[config.mk]
export PLATFORM = sky130hd
export DESIGN_NAME = usib_master_arbiter_flat
export DESIGN_NICKNAME = d
export VERILOG_FILES = /design/src/rtl/usib_pkg.sv /design/src/rtl/usib_master_arbiter_if.sv /design/src/rtl/usib_rr_select.sv /design/src/rtl/usib_master_arbiter.sv /design/src/flat_wrapper.sv
export SDC_FILE = /design/constraint.sdc
export NUM_CORES = 1
export LEC_CHECK = 0
export ABC_AREA = 1
export CAP_MARGIN = 20
export CORE_MARGIN = 1
export CORE_UTILIZATION = 41
export CTS_BUF_LIST = sky130_fd_sc_hd__clkbuf_4
export DETAILED_ROUTE_END_ITERATION = 8
export PLACE_DENSITY = 0.85
export SYNTH_ARGS = -nofsm -noshare
export SYNTH_HDL_FRONTEND = slang
export SYNTH_SLANG_ARGS = --single-unit
[constraint.sdc]
create_clock -name iSCLK -period 2.7 [get_ports iSCLK]
set_clock_uncertainty 0.1 [all_clocks]
set_input_delay 0.54 -clock iSCLK [delete_from_list [all_inputs] [get_ports iSCLK]]
set_output_delay 0.54 -clock iSCLK [all_outputs]
set_load 0.005 [all_outputs]
[src/rtl/usib_pkg.sv]
`default_nettype none
// ============================================================================
//  Module      : usib_pkg
//  Description : Shared definitions for the USIB master arbiter: command
//                codes, UsiAdrs field positions, arbiter FSM encoding and a
//                small width helper.
//  Revision    : 1.0  initial release
// ============================================================================
package usib_pkg;

    // Command codes carried in UsiAdrs[31:30] and on the requester cmd lanes
    localparam logic [1:0] CMD_NONE = 2'b00;
    localparam logic [1:0] CMD_WR   = 2'b01;
    localparam logic [1:0] CMD_RD   = 2'b10;
    localparam logic [1:0] CMD_WRRD = 2'b11;

    // UsiAdrs field positions
    localparam int CMD_MSB = 31;
    localparam int CMD_LSB = 30;
    localparam int BLK_MSB = 19;
    localparam int BLK_LSB = 16;
    localparam int CSR_MSB = 15;

    // Arbiter FSM encoding
    typedef enum logic [1:0] {
        ST_IDLE  = 2'd0,
        ST_ISSUE = 2'd1,
        ST_WAIT  = 2'd2,
        ST_ACK   = 2'd3
    } arb_state_t;

    // Index/counter width that never collapses to zero bits
    function automatic int clog2_min1(input int n);
        return (n > 1) ? $clog2(n) : 1;
    endfunction

endpackage
`default_nettype wire

[src/rtl/usib_master_arbiter_if.sv]
`default_nettype none
// ============================================================================
//  Module      : usib_master_arbiter_if
//  Description : Requester-side and bus-side signal bundle of the USIB master
//                arbiter. The master modport is the arbiter's view; the slave
//                modport is the view of the requesters and bus fabric.
//  Revision    : 1.0  initial release
// ============================================================================
interface usib_master_arbiter_if
    import usib_pkg::*;
#(
    parameter int pReqNum       = 3,
    parameter int pUsiBusWidth  = 32,
    parameter int pReqAdrsWidth = 20
);
    logic [2*pReqNum-1:0]             iReqCmd;
    logic [pReqAdrsWidth*pReqNum-1:0] iReqAdrs;
    logic [pUsiBusWidth*pReqNum-1:0]  iReqWd;
    logic [pReqNum-1:0]               oReqAck;
    logic [pUsiBusWidth-1:0]          oReqRd;
    logic                             oBusy;
    logic [pUsiBusWidth-1:0]          oMUsiAdrs;
    logic [pUsiBusWidth-1:0]          oMUsiWd;
    logic [pUsiBusWidth-1:0]          iMUsiRd;

    modport master (
        input  iReqCmd, iReqAdrs, iReqWd, iMUsiRd,
        output oReqAck, oReqRd, oBusy, oMUsiAdrs, oMUsiWd
    );

    modport slave (
        output iReqCmd, iReqAdrs, iReqWd, iMUsiRd,
        input  oReqAck, oReqRd, oBusy, oMUsiAdrs, oMUsiWd
    );
endinterface
`default_nettype wire

[src/rtl/usib_rr_select.sv]
`default_nettype none
// ============================================================================
//  Module      : usib_rr_select
//  Description : Combinational winner selection. Searches the request vector
//                starting at the round-robin pointer and returns a one-hot
//                grant plus its index. With USIB_ARB_FIXED_PRIO_EN defined the
//                search always starts at index 0 (lowest index wins).
//  Revision    : 1.0  initial release
// ============================================================================
module usib_rr_select
    import usib_pkg::*;
#(
    parameter int pReqNum   = 3,
    parameter int pIdxWidth = clog2_min1(pReqNum)
) (
    input  logic [pReqNum-1:0]   req_i,
    input  logic [pIdxWidth-1:0] ptr_i,
    output logic [pReqNum-1:0]   grant_o,
    output logic [pIdxWidth-1:0] idx_o,
    output logic                 valid_o
);
    int start_w;

`ifdef USIB_ARB_FIXED_PRIO_EN
    logic unused_ptr;
    assign unused_ptr = ^ptr_i;
    assign start_w    = 0;
`else
    assign start_w    = int'(ptr_i);
`endif

    // First requester found walking upward from the start index, with wrap
    always_comb begin
        int j;
        j       = 0;
        grant_o = '0;
        idx_o   = '0;
        valid_o = 1'b0;
        for (int k = 0; k < pReqNum; k++) begin
            j = start_w + k;
            if (j >= pReqNum) begin
                j = j - pReqNum;
            end
            if (!valid_o && req_i[j]) begin
                valid_o    = 1'b1;
                grant_o[j] = 1'b1;
                idx_o      = pIdxWidth'(j);
            end
        end
    end
endmodule
`default_nettype wire

[src/rtl/usib_master_arbiter.sv]
`default_nettype none
// ============================================================================
//  Module      : usib_master_arbiter
//  Description : Shares the single USIB bus master port between pReqNum
//                requesters. One CSR transaction at a time: grant, one ISSUE
//                cycle carrying the full UsiAdrs word, a fixed read-latency
//                wait (block ID kept live for the read mux), then a one-cycle
//                ack with the captured read data.
//                Build option: USIB_ARB_FIXED_PRIO_EN selects fixed priority
//                (lowest index wins) instead of round-robin.
//  Revision    : 1.0  initial release
// ============================================================================
module usib_master_arbiter
    import usib_pkg::*;
#(
    parameter int pReqNum       = 3,
    parameter int pUsiBusWidth  = 32,
    parameter int pCsrAdrsWidth = 16,
    parameter int pBlkIdWidth   = 4,
    parameter int pRdLatency    = 3
) (
    input  logic                  iSCLK,
    input  logic                  iSRST,
    usib_master_arbiter_if.master bus_if
);
    localparam int pReqAdrsWidth = pBlkIdWidth + pCsrAdrsWidth;
    localparam int IDX_W         = clog2_min1(pReqNum);
    localparam int CNT_W         = clog2_min1(pRdLatency);

    // Compose a UsiAdrs word from its fields; all other bits are zero
    function automatic logic [pUsiBusWidth-1:0] usi_adrs(
        input logic [1:0]               cmd,
        input logic [pBlkIdWidth-1:0]   blk,
        input logic [pCsrAdrsWidth-1:0] csr
    );
        logic [pUsiBusWidth-1:0] a;
        a                        = '0;
        a[CMD_MSB:CMD_LSB]       = cmd;
        a[BLK_LSB +: pBlkIdWidth] = blk;
        a[0 +: pCsrAdrsWidth]    = csr;
        return a;
    endfunction

    logic [pReqNum-1:0]       req_w;
    logic [pReqNum-1:0]       sel_grant;
    logic [IDX_W-1:0]         sel_idx;
    logic                     sel_valid;
    logic [IDX_W-1:0]         rr_ptr;
    logic [1:0]               win_cmd;
    logic [pReqAdrsWidth-1:0] win_adrs;
    logic [pUsiBusWidth-1:0]  win_wd;

    arb_state_t               state_q;
    logic [IDX_W-1:0]         idx_q;
    logic [pReqNum-1:0]       grant_q;
    logic [1:0]               cmd_q;
    logic [pBlkIdWidth-1:0]   blk_q;
    logic [CNT_W-1:0]         cnt_q;
    logic [pReqNum-1:0]       ack_q;
    logic [pUsiBusWidth-1:0]  rd_q;
    logic                     busy_q;
    logic [pUsiBusWidth-1:0]  madrs_q;
    logic [pUsiBusWidth-1:0]  mwd_q;

    // Any non-zero command lane is a request
    always_comb begin
        req_w = '0;
        for (int i = 0; i < pReqNum; i++) begin
            req_w[i] = |bus_if.iReqCmd[2*i +: 2];
        end
    end

    usib_rr_select #(
        .pReqNum   (pReqNum),
        .pIdxWidth (IDX_W)
    ) u_sel (
        .req_i   (req_w),
        .ptr_i   (rr_ptr),
        .grant_o (sel_grant),
        .idx_o   (sel_idx),
        .valid_o (sel_valid)
    );

    assign win_cmd  = bus_if.iReqCmd[int'(sel_idx)*2 +: 2];
    assign win_adrs = bus_if.iReqAdrs[int'(sel_idx)*pReqAdrsWidth +: pReqAdrsWidth];
    assign win_wd   = bus_if.iReqWd[int'(sel_idx)*pUsiBusWidth +: pUsiBusWidth];

`ifdef USIB_ARB_FIXED_PRIO_EN
    logic unused_idx;
    assign unused_idx = ^idx_q;
    assign rr_ptr     = '0;
`else
    logic [IDX_W-1:0] ptr_q;

    // Round-robin pointer moves past the requester acknowledged this cycle
    always_ff @(posedge iSCLK) begin
        if (iSRST) begin
            ptr_q <= '0;
        end else if (state_q == ST_ACK) begin
            ptr_q <= (idx_q == IDX_W'(pReqNum-1)) ? '0 : idx_q + 1'b1;
        end
    end

    assign rr_ptr = ptr_q;
`endif

    // Transaction FSM; every bus and requester output is registered here
    always_ff @(posedge iSCLK) begin
        if (iSRST) begin
            state_q <= ST_IDLE;
            idx_q   <= '0;
            grant_q <= '0;
            cmd_q   <= CMD_NONE;
            blk_q   <= '0;
            cnt_q   <= '0;
            ack_q   <= '0;
            rd_q    <= '0;
            busy_q  <= 1'b0;
            madrs_q <= '0;
            mwd_q   <= '0;
        end else begin
            ack_q <= '0;
            case (state_q)
                ST_IDLE: begin
                    if (sel_valid) begin
                        idx_q   <= sel_idx;
                        grant_q <= sel_grant;
                        cmd_q   <= win_cmd;
                        blk_q   <= win_adrs[pReqAdrsWidth-1 -: pBlkIdWidth];
                        madrs_q <= usi_adrs(win_cmd,
                                            win_adrs[pReqAdrsWidth-1 -: pBlkIdWidth],
                                            win_adrs[pCsrAdrsWidth-1:0]);
                        mwd_q   <= win_wd;
                        busy_q  <= 1'b1;
                        state_q <= ST_ISSUE;
                    end
                end
                ST_ISSUE: begin
                    if (cmd_q == CMD_WR) begin
                        madrs_q <= '0;
                        ack_q   <= grant_q;
                        state_q <= ST_ACK;
                    end else begin
                        // Command bits drop so no slave re-executes; block ID
                        // stays so the read mux keeps selecting this slave.
                        madrs_q <= usi_adrs(CMD_NONE, blk_q, '0);
                        cnt_q   <= CNT_W'(pRdLatency-1);
                        state_q <= ST_WAIT;
                    end
                end
                ST_WAIT: begin
                    if (cnt_q == '0) begin
                        rd_q    <= bus_if.iMUsiRd;
                        madrs_q <= '0;
                        ack_q   <= grant_q;
                        state_q <= ST_ACK;
                    end else begin
                        cnt_q <= cnt_q - 1'b1;
                    end
                end
                ST_ACK: begin
                    busy_q  <= 1'b0;
                    state_q <= ST_IDLE;
                end
                default: begin
                    state_q <= ST_IDLE;
                end
            endcase
        end
    end

    assign bus_if.oReqAck   = ack_q;
    assign bus_if.oReqRd    = rd_q;
    assign bus_if.oBusy     = busy_q;
    assign bus_if.oMUsiAdrs = madrs_q;
    assign bus_if.oMUsiWd   = mwd_q;
endmodule
`default_nettype wire

[src/flat_wrapper.sv]
// flat-port wrapper written by rule: the top's interface ports become plain ports
module usib_master_arbiter_flat import usib_pkg::*;
#(
    parameter int pReqNum       = 3,
    parameter int pUsiBusWidth  = 32,
    parameter int pCsrAdrsWidth = 16,
    parameter int pBlkIdWidth   = 4,
    parameter int pRdLatency    = 3
)
  (iSCLK, iSRST, bus_if_iReqCmd, bus_if_iReqAdrs, bus_if_iReqWd, bus_if_iMUsiRd, bus_if_oReqAck, bus_if_oReqRd, bus_if_oBusy, bus_if_oMUsiAdrs, bus_if_oMUsiWd);
  usib_master_arbiter_if #(.pReqNum(pReqNum), .pUsiBusWidth(pUsiBusWidth), .pReqAdrsWidth(20)) bus_if_i ();
  input  logic iSCLK;
  input  logic iSRST;
  input wire logic [$bits(bus_if_i.iReqCmd)-1:0] bus_if_iReqCmd;
  input wire logic [$bits(bus_if_i.iReqAdrs)-1:0] bus_if_iReqAdrs;
  input wire logic [$bits(bus_if_i.iReqWd)-1:0] bus_if_iReqWd;
  input wire logic [$bits(bus_if_i.iMUsiRd)-1:0] bus_if_iMUsiRd;
  output wire logic [$bits(bus_if_i.oReqAck)-1:0] bus_if_oReqAck;
  output wire logic [$bits(bus_if_i.oReqRd)-1:0] bus_if_oReqRd;
  output wire logic [$bits(bus_if_i.oBusy)-1:0] bus_if_oBusy;
  output wire logic [$bits(bus_if_i.oMUsiAdrs)-1:0] bus_if_oMUsiAdrs;
  output wire logic [$bits(bus_if_i.oMUsiWd)-1:0] bus_if_oMUsiWd;
  assign bus_if_i.iReqCmd = bus_if_iReqCmd;
  assign bus_if_i.iReqAdrs = bus_if_iReqAdrs;
  assign bus_if_i.iReqWd = bus_if_iReqWd;
  assign bus_if_i.iMUsiRd = bus_if_iMUsiRd;
  assign bus_if_oReqAck = bus_if_i.oReqAck;
  assign bus_if_oReqRd = bus_if_i.oReqRd;
  assign bus_if_oBusy = bus_if_i.oBusy;
  assign bus_if_oMUsiAdrs = bus_if_i.oMUsiAdrs;
  assign bus_if_oMUsiWd = bus_if_i.oMUsiWd;
  usib_master_arbiter #(.pReqNum(pReqNum), .pUsiBusWidth(pUsiBusWidth), .pCsrAdrsWidth(pCsrAdrsWidth), .pBlkIdWidth(pBlkIdWidth), .pRdLatency(pRdLatency)) u_core (.iSCLK(iSCLK), .iSRST(iSRST), .bus_if(bus_if_i));
endmodule
==> load_flow_metrics.sql, run 1 <==
INSERT INTO impl_metrics (metric_group, metric, value, unit) VALUES
('sta', 'setup_repair_after_global_routing_missed_its_margin', 'no', ''),
('setup_path', 'worst_path_largest_cell_delay', '0.40', 'ns'),
('power_and_ir_drop', 'ir_drop', '0.4732', 'mV'),
('power_and_ir_drop', 'power_switching_share', '41.06', '%'),
('run', 'drv_cap', '0', ''),
('power_and_ir_drop', 'total_power_consumption', '8.465', 'mW'),
('sta', 'final.period_utilization', '92.57', '%'),
('placement', 'placement.setup.worst_slack', '-0.08828', 'ns'),
('sta', 'finalCriticalPeriod', '2.499', 'ns'),
('synthesis', 'yosysUniqueCellTypes', '31', ''),
('cells_and_area', 'design.final.nets', '1346', ''),
('detailed_routing', 'drt_first_pass_iters', '5', ''),
('setup_path', 'crit-reg2reg-capture', 'u_core.blk_q[2]', ''),
('setup_path', 'worst_setup_start_kind', 'flip-flop', ''),
('grt', 'first_global_vias', '6242', ''),
('setup_path', 'arrival', '2.78', 'ns'),
('setup_path', 'critical_path_class', 'reg2reg', ''),
('detailed_routing', 'postRouteAntennaNets', '0', ''),
('sta', 'hold-worst-slack', '0.3567', 'ns'),
('clocking', 'clock_tree.htree_level_count', '3', ''),
('sta', 'slew_violations', '0', ''),
('detailed_routing', 'drtIter0Drc', '373', ''),
('clocking', 'cts_tree', 'built', ''),
('grt', 'antenna_found_initial', '1', ''),
('clocking', 'number_of_sinks_driven_by_the_clock_tree', '107', ''),
('die', 'start_util', '42.50', '%'),
('die', 'placeableCoreArea', '13400', 'µm²'),
('clocking', 'buffer_levels_on_the_longest_clock_path', '2', ''),
('synthesis', 'synth_enable_flop_cells', '0', ''),
('synthesis', 'synth_top_cells_by_area', 'sky130_fd_sc_hd__dfxtp_1, sky130_fd_sc_hd__nand3_1, sky130_fd_sc_hd__nand2_1, sky130_fd_sc_hd__nor2_1, sky130_fd_sc_hd__o21ai_0', ''),
('sta', 'finalHoldViolCount', '0', ''),
('setup_path', 'critical_path.endpoint_type', 'flip-flop', ''),
('setup_path', 'reg2reg_slack', '0.20', 'ns'),
('sta', 'max_slew_margin', '35.07', '%'),
('detailed_routing', 'detail_route.drc_violations', '0', ''),
('clocking', 'clkTransAtPathRegs', '0.17', 'ns'),
('synthesis', 'post_synth_inst_count', '862', ''),
('grt', 'grt_remaining_overflow', '0', ''),
('power_and_ir_drop', 'clockPowerShare', '9.9', '%'),
('power_and_ir_drop', 'p_leak', '3.827', 'nW'),
('min_path', 'timing.hold.worst_path_depth', '2', ''),
('status', 'run_status', 'completed', ''),
('clocking', 'clock_latency', '0.47', 'ns'),
('die', 'placementRows', '42', ''),
('die', 'top_level_ports', '296', ''),
('synthesis', 'synthesis.area', '5695', 'µm²'),
('power_and_ir_drop', 'cellInternalPower', '4.990', 'mW'),
('detailed_routing', 'wl', '19100', 'µm'),
('synthesis', 'post_synth.cell_area_avg', '6.607', 'µm²'),
('placement', 'finalWeightedCongestion', '0.9407', ''),
('die', 'die_w', '119.9', 'µm'),
('sta', 'fmaxAchievable', '400.1', 'MHz'),
('min_path', 'beginning_of_the_worst_hold_path', 'u_core.grant_q[1]', ''),
('synthesis', 'post-synth-top-area-cell', 'sky130_fd_sc_hd__dfxtp_1', ''),
('synthesis', 'postSynth.topFlopCell', 'sky130_fd_sc_hd__dfxtp_1', ''),
('detailed_routing', 'via_per_inst', '5.103', ''),
('sta', 'max_slew.worst_pin.slew', '0.9728', 'ns'),
('synthesis', 'yosysWarnings', '0', ''),
('setup_path', 'timing.critical_path.fanout_max', '18', ''),
('synthesis', 'synth_seq_area_share', '37.61', '%'),
('clocking', 'cts-buffers-inserted', '9', ''),
('cells_and_area', 'drive_gt1_share', '7.504', '%'),
('power_and_ir_drop', 'switching_power', '3.476', 'mW'),
('setup_path', 'worst_r2r_path_depth', '15', ''),
('clocking', 'ctsHoldBuffers', '0', ''),
('die', 'die_y', '119.9', 'µm'),
('sta', 'finalSetupViolations', '0', ''),
('synthesis', 'synth_top_cell_area_share', '37.61', '%'),
('setup_path', 'critical_path.cell_chain', 'inv_1 > ha_1 > inv_2 > nand2_1 > nand3_1 > nand2_1 > nand2_1 > nand2_1 > nand2_4 > buf_4 > nand3_1 > nand3_1 > nand2_1 > o21ai_1 > inv_1', ''),
('power_and_ir_drop', 'p_seq_share', '29.6', '%'),
('synthesis', 'ys_ff_latch', '107', '');
## metrics by stage
stage	cells	setup TNS [ns]	instance area, µm²	util, %
2_1_floorplan	871	0	5729	-
4_1_cts	1321	0	9040	67.46
5_1_grt	1325	0	9082	67.78
6_report	1325	0	9082	67.78
3_3_place_gp	1305	-0.01611	8905	66.45
3_5_place_dp	1305	-1.538	8905	66.45
## cells by family (layout without fill, tap and decap cells)
| kind of cell | Yosys count | in the layout | synth area share [%] |
|---|---|---|---|
| flops | 107 | 107 | 37.61 |
| fa+ha+maj | 9 | 9 | 1.977 |
| simple gates | 490 | 490 | 37.61 |
| other cells | 1 | 13 | 0.06584 |
| compound gates | 139 | 139 | 13.25 |
| buf+inv | 116 | 391 | 9.490 |
## repair_timing
| action | CTS | global route |
|---|---|---|
| setup endpoints to repair | 0 | 32 |
| buffers inserted | 0 | 1 |
| resized for setup | 0 | 3 |
## Yosys cell counts, types with 6 or more instances
master / instances
sky130_fd_sc_hd__a21oi_1: 52
sky130_fd_sc_hd__buf_1: 6
sky130_fd_sc_hd__buf_2: 20
sky130_fd_sc_hd__buf_4: 14
sky130_fd_sc_hd__clkbuf_1: 23
sky130_fd_sc_hd__dfxtp_1: 107
sky130_fd_sc_hd__ha_1: 9
sky130_fd_sc_hd__inv_1: 44
sky130_fd_sc_hd__nand2_1: 169
sky130_fd_sc_hd__nand3_1: 128
sky130_fd_sc_hd__nor2_1: 145
sky130_fd_sc_hd__nor3_1: 15
sky130_fd_sc_hd__o211ai_1: 18
sky130_fd_sc_hd__o21ai_0: 59
sky130_fd_sc_hd__or2_0: 6
sky130_fd_sc_hd__or2_2: 7
## sequential cells by signal (all words and copies together) (netlist names)
name                     count
u_core.bus_if.oBusy          1
u_core.grant_q               3
u_core.state_q               2
u_core.idx_q                 2
u_core.bus_if.oMUsiWd       32
u_core.bus_if.oMUsiAdrs     22
u_core.blk_q                 4
u_core.ptr_q                 2
u_core.bus_if.oReqRd        32
u_core.cnt_q                 2
u_core.bus_if.oReqAck        3
u_core.cmd_q                 2
## critical path, delay by kind of cell, from the launching register on
kind | cells | cell delay [ns]
AND/OR/NAND/NOR | 9 | 0.96
buffers and inverters | 4 | 0.49
flip-flops | 1 | 0.40
adder cells (fa/ha/maj) | 1 | 0.34
AO/OA/AOI/OAI | 1 | 0.12
## metal layers
metal | GRT usage, % | vias up | routed length, µm
met5 | 0 | - | 0
met4 | 13.44 | 0 | 734
met3 | 5.086 | 56 | 1445
met2 | 45.27 | 325 | 9397
met1 | 30.68 | 3026 | 7525
li1 | - | 3355 | -
## cell type report
type	count	area, µm²	share of cell area (%)
sequential	107	2143	23.60
tap	176	220.2	2.425
antenna	3	7.507	0.08266
multi-input combinational	648	3060	33.70
timing repair buffer	325	3323	36.59
inverter	50	192.7	2.122
clock inverter	7	67.56	0.7439
clock buffer	9	67.56	0.7439
## worst max-delay path by stage
stage,slack (ns),startpoint,end,depth (start not counted)
3_5_place_dp,-0.09,bus_if_iReqCmd[3],u_core.bus_if.oMUsiWd[8],14
3_3_place_gp,-0.01,bus_if_iReqCmd[5],u_core.bus_if.oMUsiWd[11],15
2_1_floorplan,0.47,u_core.ptr_q[0],u_core.bus_if.oMUsiWd[10],15
5_1_grt,0.01,u_core.ptr_q[0],u_core.bus_if.oMUsiWd[14],16
6_report,0.20,u_core.ptr_q[0],u_core.blk_q[2],15
4_1_cts,0.09,u_core.ptr_q[0],u_core.bus_if.oMUsiWd[8],15
## power groups by stage
stage | registers, mW | clock network (mW) | logic (mW)
after detailed placement | 2.53 | 0 | 5.06
after global placement | 2.52 | 0 | 4.97
final | 2.50 | 0.835 | 5.13
after floorplan | 2.54 | 0 | 2.66
after CTS | 2.50 | 0.864 | 5.08
after global routing | 2.57 | 0.924 | 5.66
No activity file was read; power rests on OpenSTA's default activity.
==> run 2, diff against run 1 <==
--- a/config.mk
+++ b/config.mk
@@ -11,7 +11,7 @@
 export CORE_UTILIZATION = 41
 export CTS_BUF_LIST = sky130_fd_sc_hd__clkbuf_4
 export DETAILED_ROUTE_END_ITERATION = 8
-export PLACE_DENSITY = 0.85
+export PLACE_DENSITY = 0.93
 export SYNTH_ARGS = -nofsm -noshare
 export SYNTH_HDL_FRONTEND = slang
 export SYNTH_SLANG_ARGS = --single-unit
==> constraint.sdc (replaced) <==
create_clock -name iSCLK -period 2.7 [get_ports iSCLK]
set_clock_uncertainty 0.1 [all_clocks]
set_input_delay 0.27 -clock iSCLK [delete_from_list [all_inputs] [get_ports iSCLK]]
set_output_delay 0.27 -clock iSCLK [all_outputs]
set_load 0.005 [all_outputs]
==> run 2 against run 1 <==
  * Utilization down 0.57 points
  * Final cell count is 1.1% lower
  * Die area is the same
  * Final area fell by 0.84%
  * Register-to-register slack got worse by 0.04 ns
  * Sequential share of layout area up 0.21 points
  * Count of clock-buffer cells in the layout up 1
  * Flip-flop and latch count unchanged
  * Hold slack worse by 0.12 ns
  * Wire length down 1.4%
  * Via count is 0.61% lower
  * Combinational power down 1%
  * Largest cell class unchanged
  * Highest routed layer unchanged
==> load_flow_metrics.sql, run 2 (synthesis gave the netlist of run 1 again) <==
INSERT INTO impl_metrics (metric_group, metric, value, unit) VALUES
('grt', 'grt_start_max_net_pins', '57', ''),
('sta', 'fmaxAchievable', '393.5', 'MHz'),
('placement', 'dpl_cell_area', '8707', 'µm²'),
('detailed_routing', 'via_per_inst', '5.127', ''),
('cells_and_area', 'final_design_area_no_fill', '9006', 'µm²'),
('sta', 'finalHoldViolCount', '0', ''),
('cells_and_area', 'seqCellArea', '2145', 'µm²'),
('grt', 'grt_remaining_overflow', '0', ''),
('grt', 'first_global_vias', '6422', ''),
('detailed_routing', 'postRouteAntennaNets', '0', ''),
('setup_path', 'timing.critical_path.fanout_max', '11', ''),
('clocking', 'buffer_levels_on_the_longest_clock_path', '2', ''),
('detailed_routing', 'wl', '18830', 'µm'),
('detailed_routing', 'detail_route.drc_violations', '0', ''),
('cells_and_area', 'antenna_cells', '0', ''),
('setup_path', 'worst_r2r_path_depth', '14', ''),
('clocking', 'clock_tree.htree_level_count', '3', ''),
('detailed_routing', 'drtIter0Drc', '396', ''),
('die', 'die_w', '119.9', 'µm'),
('setup_path', 'worst_ep_required_time', '2.95', 'ns'),
('cells_and_area', 'most-common-layout-cells', 'sky130_fd_sc_hd__clkdlybuf4s50_1, sky130_fd_sc_hd__nand2_1, sky130_fd_sc_hd__nor2_1, sky130_fd_sc_hd__nand3_1, sky130_fd_sc_hd__dfxtp_1', ''),
('clocking', 'number_of_sinks_driven_by_the_clock_tree', '107', ''),
('setup_path', 'worst_setup_start_kind', 'flip-flop', ''),
('sta', 'final.setup.worst_slack', '0.1587', 'ns'),
('cells_and_area', 'commonest_non_fill_non_tap_cell_in_the_layout', 'sky130_fd_sc_hd__clkdlybuf4s50_1', ''),
('setup_path', 'crit-reg2reg-capture', 'u_core.bus_if.oMUsiWd[4]', ''),
('clocking', 'cts_tree', 'built', ''),
('setup_path', 'worst_r2r_startpoint', 'u_core.ptr_q[0]', ''),
('die', 'top_level_ports', '296', ''),
('sta', 'final.period_utilization', '94.12', '%'),
('sta', 'finalSetupViolations', '0', ''),
('placement', 'finalWeightedCongestion', '0.9377', ''),
('setup_path', 'critical_path.endpoint_type', 'flip-flop', ''),
('setup_path', 'worstSetupPathDepth', '14', ''),
('setup_path', 'critical_path.cell_chain', 'inv_1 > ha_1 > inv_2 > nand2_1 > nand3_1 > nand2_1 > nand2_1 > nand2_1 > nand2_4 > nand2_8 > buf_4 > or2_2 > o211ai_1 > a21oi_1', ''),
('placement', 'placement.io_buffers', '285', ''),
('cells_and_area', 'multi_input_area', '3065', 'µm²'),
('die', 'start_util', '42.50', '%'),
('die', 'placementRows', '42', ''),
('run', 'drv_cap', '0', ''),
('placement', 'dp_hpwl', '13890', 'µm'),
('setup_path', 'launching_element_of_the_worst_setup_path', 'u_core.ptr_q[0]', ''),
('setup_path', 'critical-path-top-cell-by-count', 'sky130_fd_sc_hd__nand2_1', ''),
('grt', 'grt_pass1_wl', '29830', 'µm'),
('die', 'die_y', '119.9', 'µm'),
('sta', 'finalCriticalPeriod', '2.541', 'ns'),
('die', 'placeableCoreArea', '13400', 'µm²'),
('clocking', 'clock_tree.root_cell', 'sky130_fd_sc_hd__clkbuf_4', ''),
('cells_and_area', 'area_growth', '58.13', '%'),
('grt', 'grt.total_usage', '25.89', '%'),
('cells_and_area', 'design.final.nets', '1335', ''),
('status', 'run_status', 'completed', ''),
('clocking', 'clock_latency', '0.45', 'ns'),
('setup_path', 'reg2reg_slack', '0.16', 'ns'),
('grt', 'antenna_found_initial', '0', ''),
('setup_path', 'path_delay_family', 'simple AND/OR/NAND/NOR gates', ''),
('detailed_routing', 'routedWlPerCell', '14.36', 'µm'),
('power_and_ir_drop', 'pwr_density_cell', '942.0', 'nW/µm²'),
('sta', 'max_slew_margin', '36.83', '%'),
('setup_path', 'worst_setup_path_endpoint', 'u_core.bus_if.oMUsiWd[4]', ''),
('cells_and_area', 'drive_gt1_share', '6.872', '%'),
('clocking', 'cts-buffers-inserted', '9', ''),
('power_and_ir_drop', 'ir_drop', '0.4418', 'mV'),
('die', 'design.die.area', '14370', 'µm²'),
('clocking', 'ctsHoldBuffers', '0', ''),
('power_and_ir_drop', 'p_leak', '3.782', 'nW'),
('setup_path', 'critical_path_class', 'reg2reg', ''),
('placement', 'placement.setup.worst_slack', '0.06432', 'ns'),
('detailed_routing', 'drt_first_pass_iters', '5', ''),
('clocking', 'clkTransAtPathRegs', '0.15', 'ns'),
('setup_path', 'arrival', '2.79', 'ns'),
('sta', 'slew_violations', '0', ''),
('min_path', 'hp-class', 'in2reg', ''),
('detailed_routing', 'dr_total_vias', '6721', ''),
('sta', 'max_slew.worst_pin.slew', '0.9465', 'ns'),
('setup_path', 'critical_path_buf_inv_count', '3', ''),
('setup_path', 'critical-path-slowest-cell', 'sky130_fd_sc_hd__dfxtp_2', ''),
('setup_path', 'worst_path_largest_cell_delay', '0.39', 'ns'),
('cells_and_area', 'fillerInstances', '1100', '');
[run 2: changes by cell type in the layout (fill, tap and decap cells not counted), sizes merged]
| cell | delta |
|---|---|
| diode | -3 |
| bufinv | +1 |
| clkinv | -2 |
| buf | -12 |
| clkbuf | +2 |
[run 2: cell type report]
type	count	share of cell area [%]
timing repair buffer	314	35.69
multi-input combinational	648	34.04
sequential	107	23.81
tap	176	2.445
inverter	50	2.195
clock inverter	6	0.9864
clock buffer	10	0.8336
[run 2: how the worst min path moves through the flow]
stage | to | cells after the start | slack [ns] | startpoint
floorplan | u_core.bus_if.oReqAck[0] | 2 | 0.31 | u_core.grant_q[0]
global route | u_core.bus_if.oMUsiWd[23] | 5 | 0.22 | iSRST
detailed placement | u_core.bus_if.oReqAck[1] | 2 | 0.34 | u_core.grant_q[1]
CTS | u_core.bus_if.oMUsiWd[1] | 5 | 0.19 | iSRST
global placement | u_core.bus_if.oReqAck[0] | 2 | 0.32 | u_core.grant_q[0]
finish | u_core.bus_if.oReqRd[17] | 5 | 0.24 | iSRST
[run 2: routing by layer]
metal  part of all wire [%]  up-vias  global-route usage [%]
met4                    4.6        0                   14.92
met1                     39     2996                   28.76
met2                     49      332                   45.52
met3                    7.6       71                   5.513
met5                      0        -                       0
li1                       -     3322                       -
[run 2: timing repair]
item	CTS	global route
hold endpoints to repair	0	0
endpoints found under the setup margin	0	62
setup buffers	0	7
resized for setup	0	13
[run 2: power by group]
part / total, mW / internal (mW) / switching [mW]
Combinational: 5.07 / 2.44 / 2.63
Sequential: 2.50 / 2.19 / 0.307
Clock: 0.920 / 0.388 / 0.532
Total: 8.48 / 5.02 / 3.47
[run 2: stage by stage]
step                      TNS, ns  utilization, %  hold WS (ns)  cells  power (mW)
final                           0           67.21        0.2355   1311       8.484
after global routing      -0.1255           67.21        0.2172   1311       9.159
after CTS                       0           66.20        0.1857   1303       8.304
after detailed placement        0           64.98        0.3394   1287       7.359
after global placement          0           64.98        0.3245   1287       7.235
after floorplan                 0               -        0.3051    871       5.204
[run 2: tightest hold or removal path, stage by stage]
cell and delay (ns):
sky130_fd_sc_hd__buf_2 0.09, sky130_fd_sc_hd__inv_1 0.04, sky130_fd_sc_hd__buf_4 0.21, sky130_fd_sc_hd__o21ai_0 0.10
sky130_fd_sc_hd__nor2_1 0.04
